$ cat src/rtl/axis_rr_packet_arbiter.sv
// Packet-locked round-robin arbiter sharing one AXI-Stream egress among NUM_PORTS ingress streams.
// Optional per-port packet counters are built when AXIS_ARB_PKT_COUNT_EN is defined.
module axis_rr_packet_arbiter #(
   parameter int unsigned NUM_PORTS       = 4,
   parameter int unsigned DATA_WIDTH      = 32,
   parameter int unsigned DATA_BYTE_WIDTH = DATA_WIDTH / 8,
   parameter int unsigned IDX_WIDTH       = (NUM_PORTS > 1) ? $clog2(NUM_PORTS) : 1
) (
   input  logic                                 clk,
   input  logic                                 rst_n,
   input  logic [NUM_PORTS-1:0]                 s_valid,
   input  logic [NUM_PORTS*DATA_WIDTH-1:0]      s_data,
   input  logic [NUM_PORTS*DATA_BYTE_WIDTH-1:0] s_keep,
   input  logic [NUM_PORTS-1:0]                 s_last,
   output logic [NUM_PORTS-1:0]                 s_ready,
   output logic                                 m_valid,
   output logic [DATA_WIDTH-1:0]                m_data,
   output logic [DATA_BYTE_WIDTH-1:0]           m_keep,
   output logic                                 m_last,
   input  logic                                 m_ready,
`ifdef AXIS_ARB_PKT_COUNT_EN
   output logic [NUM_PORTS*16-1:0]              pkt_count,
   input  logic                                 pkt_count_clr,
`endif
   output logic                                 grant_valid,
   output logic [IDX_WIDTH-1:0]                 grant_idx
);

   typedef enum logic {
      IDLE  = 1'b0,
      GRANT = 1'b1
   } state_t;

   state_t               state;
   logic [IDX_WIDTH-1:0] rr_ptr;
   logic [IDX_WIDTH-1:0] pick;
   logic                 any_req;
   logic                 last_hs;
   int                   p;

   // Round-robin pick: first requester after rr_ptr, wrapping modulo NUM_PORTS.
   // Scanning from the far end lets the nearest requester win by being assigned last.
   always_comb begin
      any_req = |s_valid;
      pick    = '0;
      p       = 0;
      for (int k = int'(NUM_PORTS); k >= 1; k--) begin
         p = int'(rr_ptr) + k;
         if (p >= int'(NUM_PORTS)) begin
            p = p - int'(NUM_PORTS);
         end
         if (s_valid[IDX_WIDTH'(p)]) begin
            pick = IDX_WIDTH'(p);
         end
      end
   end

   // Egress mux: combinational pass-through of the granted port while in GRANT.
   always_comb begin
      m_valid = 1'b0;
      m_data  = '0;
      m_keep  = '0;
      m_last  = 1'b0;
      s_ready = '0;
      if (state == GRANT) begin
         for (int i = 0; i < int'(NUM_PORTS); i++) begin
            if (grant_idx == IDX_WIDTH'(i)) begin
               m_valid    = s_valid[i];
               m_data     = s_data[i*DATA_WIDTH +: DATA_WIDTH];
               m_keep     = s_keep[i*DATA_BYTE_WIDTH +: DATA_BYTE_WIDTH];
               m_last     = s_last[i];
               s_ready[i] = m_ready;
            end
         end
      end
   end

   assign last_hs = (state == GRANT) && m_valid && m_ready && m_last;

   // Grant FSM: the owner keeps the egress until its tlast beat handshakes.
   always_ff @(posedge clk or negedge rst_n) begin
      if (!rst_n) begin
         state       <= IDLE;
         grant_idx   <= '0;
         grant_valid <= 1'b0;
         rr_ptr      <= IDX_WIDTH'(NUM_PORTS - 1);
      end else begin
         case (state)
            IDLE: begin
               if (any_req) begin
                  state       <= GRANT;
                  grant_idx   <= pick;
                  grant_valid <= 1'b1;
               end
            end
            GRANT: begin
               if (last_hs) begin
                  state       <= IDLE;
                  rr_ptr      <= grant_idx;
                  grant_idx   <= '0;
                  grant_valid <= 1'b0;
               end
            end
            default: begin
               state       <= IDLE;
               grant_idx   <= '0;
               grant_valid <= 1'b0;
            end
         endcase
      end
   end

`ifdef AXIS_ARB_PKT_COUNT_EN
   localparam int unsigned CNT_WIDTH = 16;

   // Saturating per-port completed-packet counters; clear beats increment.
   for (genvar i = 0; i < int'(NUM_PORTS); i++) begin : g_cnt
      logic [CNT_WIDTH-1:0] cnt;

      always_ff @(posedge clk or negedge rst_n) begin
         if (!rst_n) begin
            cnt <= '0;
         end else if (pkt_count_clr) begin
            cnt <= '0;
         end else if (last_hs && (grant_idx == IDX_WIDTH'(i)) && (cnt != {CNT_WIDTH{1'b1}})) begin
            cnt <= cnt + CNT_WIDTH'(1);
         end
      end

      assign pkt_count[i*CNT_WIDTH +: CNT_WIDTH] = cnt;
   end
`endif

endmodule
$ cat config.mk
export PLATFORM = sky130hd
export DESIGN_NAME = axis_rr_packet_arbiter
export DESIGN_NICKNAME = d
export VERILOG_FILES = /design/src/rtl/axis_rr_packet_arbiter.sv
export SDC_FILE = /design/constraint.sdc
export NUM_CORES = 1
export LEC_CHECK = 0
export ABC_CLOCK_PERIOD_IN_PS = 1700
export BUFFER_PORTS_ARGS = -buffer_cell sky130_fd_sc_hd__clkbuf_2
export CAP_MARGIN = 15
export CORE_AREA = 2 2 77 79
export DETAILED_ROUTE_END_ITERATION = 10
export DIE_AREA = 0 0 79 81
export HOLD_SLACK_MARGIN = 0.02
export PLACE_DENSITY = 0.72
export SYNTH_ARGS = -nofsm -noshare
export SYNTH_HDL_FRONTEND = slang
export SYNTH_SLANG_ARGS = --single-unit
$ cat constraint.sdc
create_clock -name clk -period 1.7 [get_ports clk]
set_input_delay 0.17 -clock clk [delete_from_list [all_inputs] [get_ports clk]]
set_output_delay 0.17 -clock clk [all_outputs]
set_load 0.05 [all_outputs]
After elaboration in Yosys (flattened, before gate mapping) --
Index checks and enable logic that the tools add are counted.
Operators by class: bitwise logic cells 1, multiplexer cells 54, equal/unequal tests 5, magnitude comparators 8, add/subtract/negate cells 8, reduce and logical (&&, ||, !) cells 7
Operator list (number):
- 2-to-1 mux 32 bit | 5
- 2-to-1 mux 1 bit | 26
- 2-to-1 mux 4 bit | 6
- 2-to-1 mux 2 bit | 10
- less-than comparator 2 x 4 -> 1 bit, second input constant | 4
- >= comparator 3 bit, second input constant | 3
- binary-select mux 1 bit (select 2 bit) | 4
- subtractor 2 x 1 -> 2 bit, second input constant | 4
- adder 2 x 2 -> 3 bit, second input constant | 2
- adder 2 x 3 -> 4 bit, second input constant | 1
- == test 2 bit, second input constant | 2
- >= comparator 4 x 3 -> 1 bit, second input constant | 1
- case mux 1 bit (2 select lines) | 2
- case mux 2 bit (2 select lines) | 1
- AND reduction 2 bit | 2
- OR reduction 4 bit | 1
- adder 2 x 1 -> 3 bit, second input constant | 1
- logical AND 1 bit | 3
- == test 2 x 1 -> 1 bit, second input constant | 1
- logical NOT 2 bit | 1
- inequality test 2 x 1 -> 1 bit, second input constant | 1
- inequality test 2 bit, second input constant | 1
- NOT 1 bit | 1
Storage, ports and cells: register bits after elaboration 6, output and inout bits 45

Logic depth before layout (Yosys ltp) --
depth in word-level cells 12, depth in mapped cells 5, mapped depth without buffers 4

Least setup slack after synthesis --
No wires, ideal clock.
kind register -> output, from register grant_idx[0], to output s_ready[1], required time 1.530 ns, setup slack -0.714 ns, cell stages (with the launch flop) 5, arrival 2.244 ns, buffers on the path 2, cell sequence dfrtp_1 > buf_6 > buf_2 > inv_1 > nor3_1
Between the ends: longest elaborated chain between the ends 3
RTL lines:
- start: declaration | RTL line 26 | output logic [IDX_WIDTH-1:0] grant_idx
- start signal: assignment | RTL line 92 | grant_idx <= pick;
- == test 2 x 1 -> 1 bit | RTL line 67 | if (grant_idx == IDX_WIDTH'(i)) begin
- 2-to-1 mux 1 bit | RTL line 67
- 2-to-1 mux 4 bit | RTL line 65 | if (state == GRANT) begin
- end: declaration | RTL line 15 | output logic [NUM_PORTS-1:0] s_ready,
No other way between the ends.

Final worst setup path --
from register grant_idx[0], to output m_data[16]
Between the ends: longest elaborated chain between the ends 6, elaborated cells on any way between the ends 9, classes of those cells 3 x eq/ne; 5 x mux; 1 x reduce/logical
RTL lines:
- logical NOT 2 bit | RTL line 67
- 2-to-1 mux 32 bit (3 in a row) | RTL line 67
- 2-to-1 mux 32 bit (*) | RTL line 67
- 2-to-1 mux 32 bit (*) | RTL line 65
- end: declaration | RTL line 17 | output logic [DATA_WIDTH-1:0] m_data,
Mark *: on every way between the ends. The rest lies on a longest branch, timed or not.

==> metrics.md <==
| Metric | Value |
|---|---|
| Register area share after synthesis | `under 10%` |
| Final worst slack | `-0.2079 ns` |
| Tightest Pin Transition | `between 0.2 and 0.3 ns` |
| Die area | `about 6400 um2` |
| RePlAce Congestion | `roughly 0.82` |
| Pre-CTS setup slack | `-0.02152 ns` |
| Final Net Count | `roughly 500` |
| CTS sink count | `6` |
| Post-DR vias/cell | `4.995` |
| Rel. slew slack | `between 80% and 90%` |
| Largest net degree at the start of global routing | `23` |
| Core area | `5675 um2` |
| Part of the power in registers | `4.4%` |
| Starting density of the core | `27.16%` |
| H-tree Lvls | `1` |
| Num CTS Buffers | `3` |
| Drt first-iter violations | `59` |
| Height of the die | `81 um` |
| Worst Path Arrival | `1.74 ns` |
| Hold Slack | `slightly above 0.3 ns` |
| Status | `finished, violations left` |
| VDD IR max | `1.648 mV` |
| Initial antenna violation count | `0` |
| Cells after Synth | `approximately 130` |
| Period utilization | `112.2%` |
| Share of the synthesized area in the top cell type | `~53%` |
| Area Overhead vs Synth | `113.8%` |
| Post-synth cell types | `23` |
| Mapped cell area | `1541 um2` |
| Root buffer cell | `clkbuf_8` |
| Clk pwr share | `approximately 2.7%` |
| Final-report setup violation count | `38` |
| Final Hold Vio Count | `0` |
| Clk_lat worst skew | `0.22 ns` |
| # diodes | `0` |
| Clock transition at path regs | `around 0.040 ns` |
| Final Slew Violations | `0` |
| Routed via count | `between 2000 and 2500` |
| Multi-input logic area | `~1400 um2` |
| Overall Global Routing Usage | `about 20%` |
| Port buffer count | `slightly below 200` |
| Post-synth ARST share | `100.0%` |
| DP HPWL | `roughly 5400 um` |
| Failing checks | `negative setup slack` |
| Max-cap viol count | `0` |
| Min Tclk post-route | `about 1.9 ns` |
| CP Capture Type | `primary output` |
| Worst Setup Start Kind | `flip-flop` |
| Post-DRT Antenna Nets | `0` |
| Filler Cell Count | `slightly below 500` |
| Highest clock rate | `approximately 0.52 GHz` |
| Most frequent cells in the layout | `clkbuf_2 (159), mux4_2 (36), and2_4 (36)` |
| Internal power | `around 4 mW` |
| Vias in the first global route | `between 2000 and 2500` |
| Crit path kind | `reg2out` |
| Cell taking the most area after synthesis | `mux4_2` |
| RSZ-0062 raised after global routing | `yes` |
| GRT overflow | `0` |
| Reg2Reg Depth | `7` |
| Layout cell share with drive strength beyond 1 | `90.75%` |
| YS warnings | `0` |
| Pwr Density | `roughly 2500 nW/um2` |
| EDFF count, synth | `0` |
| DRC Markers | `0` |
| Clock Skews | `0.004655 ns` |
| DRT Wirelength | `a little under 7000 um` |
| TritonRoute pass-1 iters | `4` |
| Routed len/inst | `16.73 um` |
| First-pass GRT wire length | `around 10000 um` |
| Synthesized flop and latch total | `6` |
| Num ports | `200` |
| Required @ worst endpoint | `1.53 ns` |
| Syn_nets | `288` |
| Synthesized area per cell | `11.59 um2` |
| Switching Fraction | `50.43%` |
| Combinational Power Share | `around 93%` |
| DIE WIDTH | `between 70 and 80 um` |
| Max Root-Sink Buffers | `2` |
| Row cnt | `28` |
| CP max FO | `8` |
| Commonest non-fill, non-tap cell in the layout | `clkbuf_2` |
| Dominant cells by area after synthesis | `mux4_2 (53%), and2_1 (15%), dfrtp_1 (6.5%)` |
| Top_reg_cell synth | `dfrtp_1` |
| Net switching power | `between 4 and 5 mW` |
| Register area | `roughly 160 um2` |
| CTS tree | `done` |
| Layout Utilization | `58.07%` |
| Static Leak | `roughly 1.6 nW` |
| HP Class | `in2async` |
power groups by stage:
stage | sequential, mW | combinational (mW) | clock [mW]
5_1_grt | 0.376 | 7.99 | 0.238
3_5_place_dp | 0.348 | 6.18 | 0
2_1_floorplan | 0.417 | 4.92 | 0
4_1_cts | 0.357 | 7.50 | 0.227
3_3_place_gp | 0.345 | 6.12 | 0
6_report | 0.359 | 7.65 | 0.223
cell usage after synthesis, types with 2 or more instances:
master    instances
nand2b_1          2
buf_6             4
buf_2             2
nand2_1           5
mux2_2            2
nor3_1            2
mux2i_1           4
dfrtp_1           4
inv_1             3
nor2_1            5
clkbuf_1          8
nor2b_1           2
a21oi_1           5
and2_1           36
dfstp_2           2
o22ai_2           2
mux4_2           36
a32o_1            2
a21o_1            2
o22ai_1           2
per-stage QoR:
| stage | setup TNS (ns) | std cells | instance area (um2) | total power [mW] |
|---|---|---|---|---|
| 5_1_grt | -8.535 | 410 | 3296 | 8.602 |
| 4_1_cts | -7.391 | 412 | 3312 | 8.087 |
| 3_5_place_dp | -0.1016 | 401 | 2814 | 6.528 |
| 3_3_place_gp | -0.01096 | 401 | 2814 | 6.462 |
| 6_report | -5.602 | 410 | 3296 | 8.234 |
| 2_1_floorplan | -2.982 | 133 | 1682 | 5.341 |
cell type report:
class | count | area share (%)
repair buffers | 212 | 47.04
multi-input cells | 110 | 43.66
flip-flops and latches | 6 | 4.746
well taps | 75 | 2.847
clock buffers | 4 | 1.367
inverters | 3 | 0.3417
what timing repair did:
item                                   in CTS  in global routing
hold buffers                                1                  0
pin swaps                                   1                  0
gates resized for setup                    82                 28
cloned                                      2                  0
setup endpoints to repair                  41                 48
buffers inserted                            4                  0
endpoints found under the hold margin       6                  0
flip-flops by register name, indices dropped and copies added (netlist names):
signal and cells:
grant_valid 1, state 1, grant_idx 2, rr_ptr 2
cell families after synthesis:
family	after synthesis	synth area share [%]
AND/OR/NAND/NOR	54	20.29
multiplexers	42	56.66
buffers and inverters	17	6.250
AO/OA/AOI/OAI	14	6.899
flip-flops	6	9.903
worst paths after layout:
check,from,endpoint,slack [ns]
worst max-delay path,grant_idx[0],m_data[16],-0.21
worst min-delay path,rst_n,grant_idx[1],0.31
worst max register to register,grant_idx[0],grant_valid,0.02
worst min register to register,grant_valid,grant_valid,0.48
max in group asynchronous,rst_n,rr_ptr[1],1.17
min in group clk,m_ready,rr_ptr[0],0.37
critical path, cell delays in order (launching register included):
cell and delay [ns]:
dfrtp_2 0.44, buf_6 0.20, mux4_2 0.54, and2_4 0.18, clkbuf_8 0.17
metal layers:
layer	wire, um	global-route usage, %
met1	2325	21.92
met2	3792	37.29
met3	470	3.778
met4	271	9.828
met5	0	0
Power figures use the tool's default switching activity.
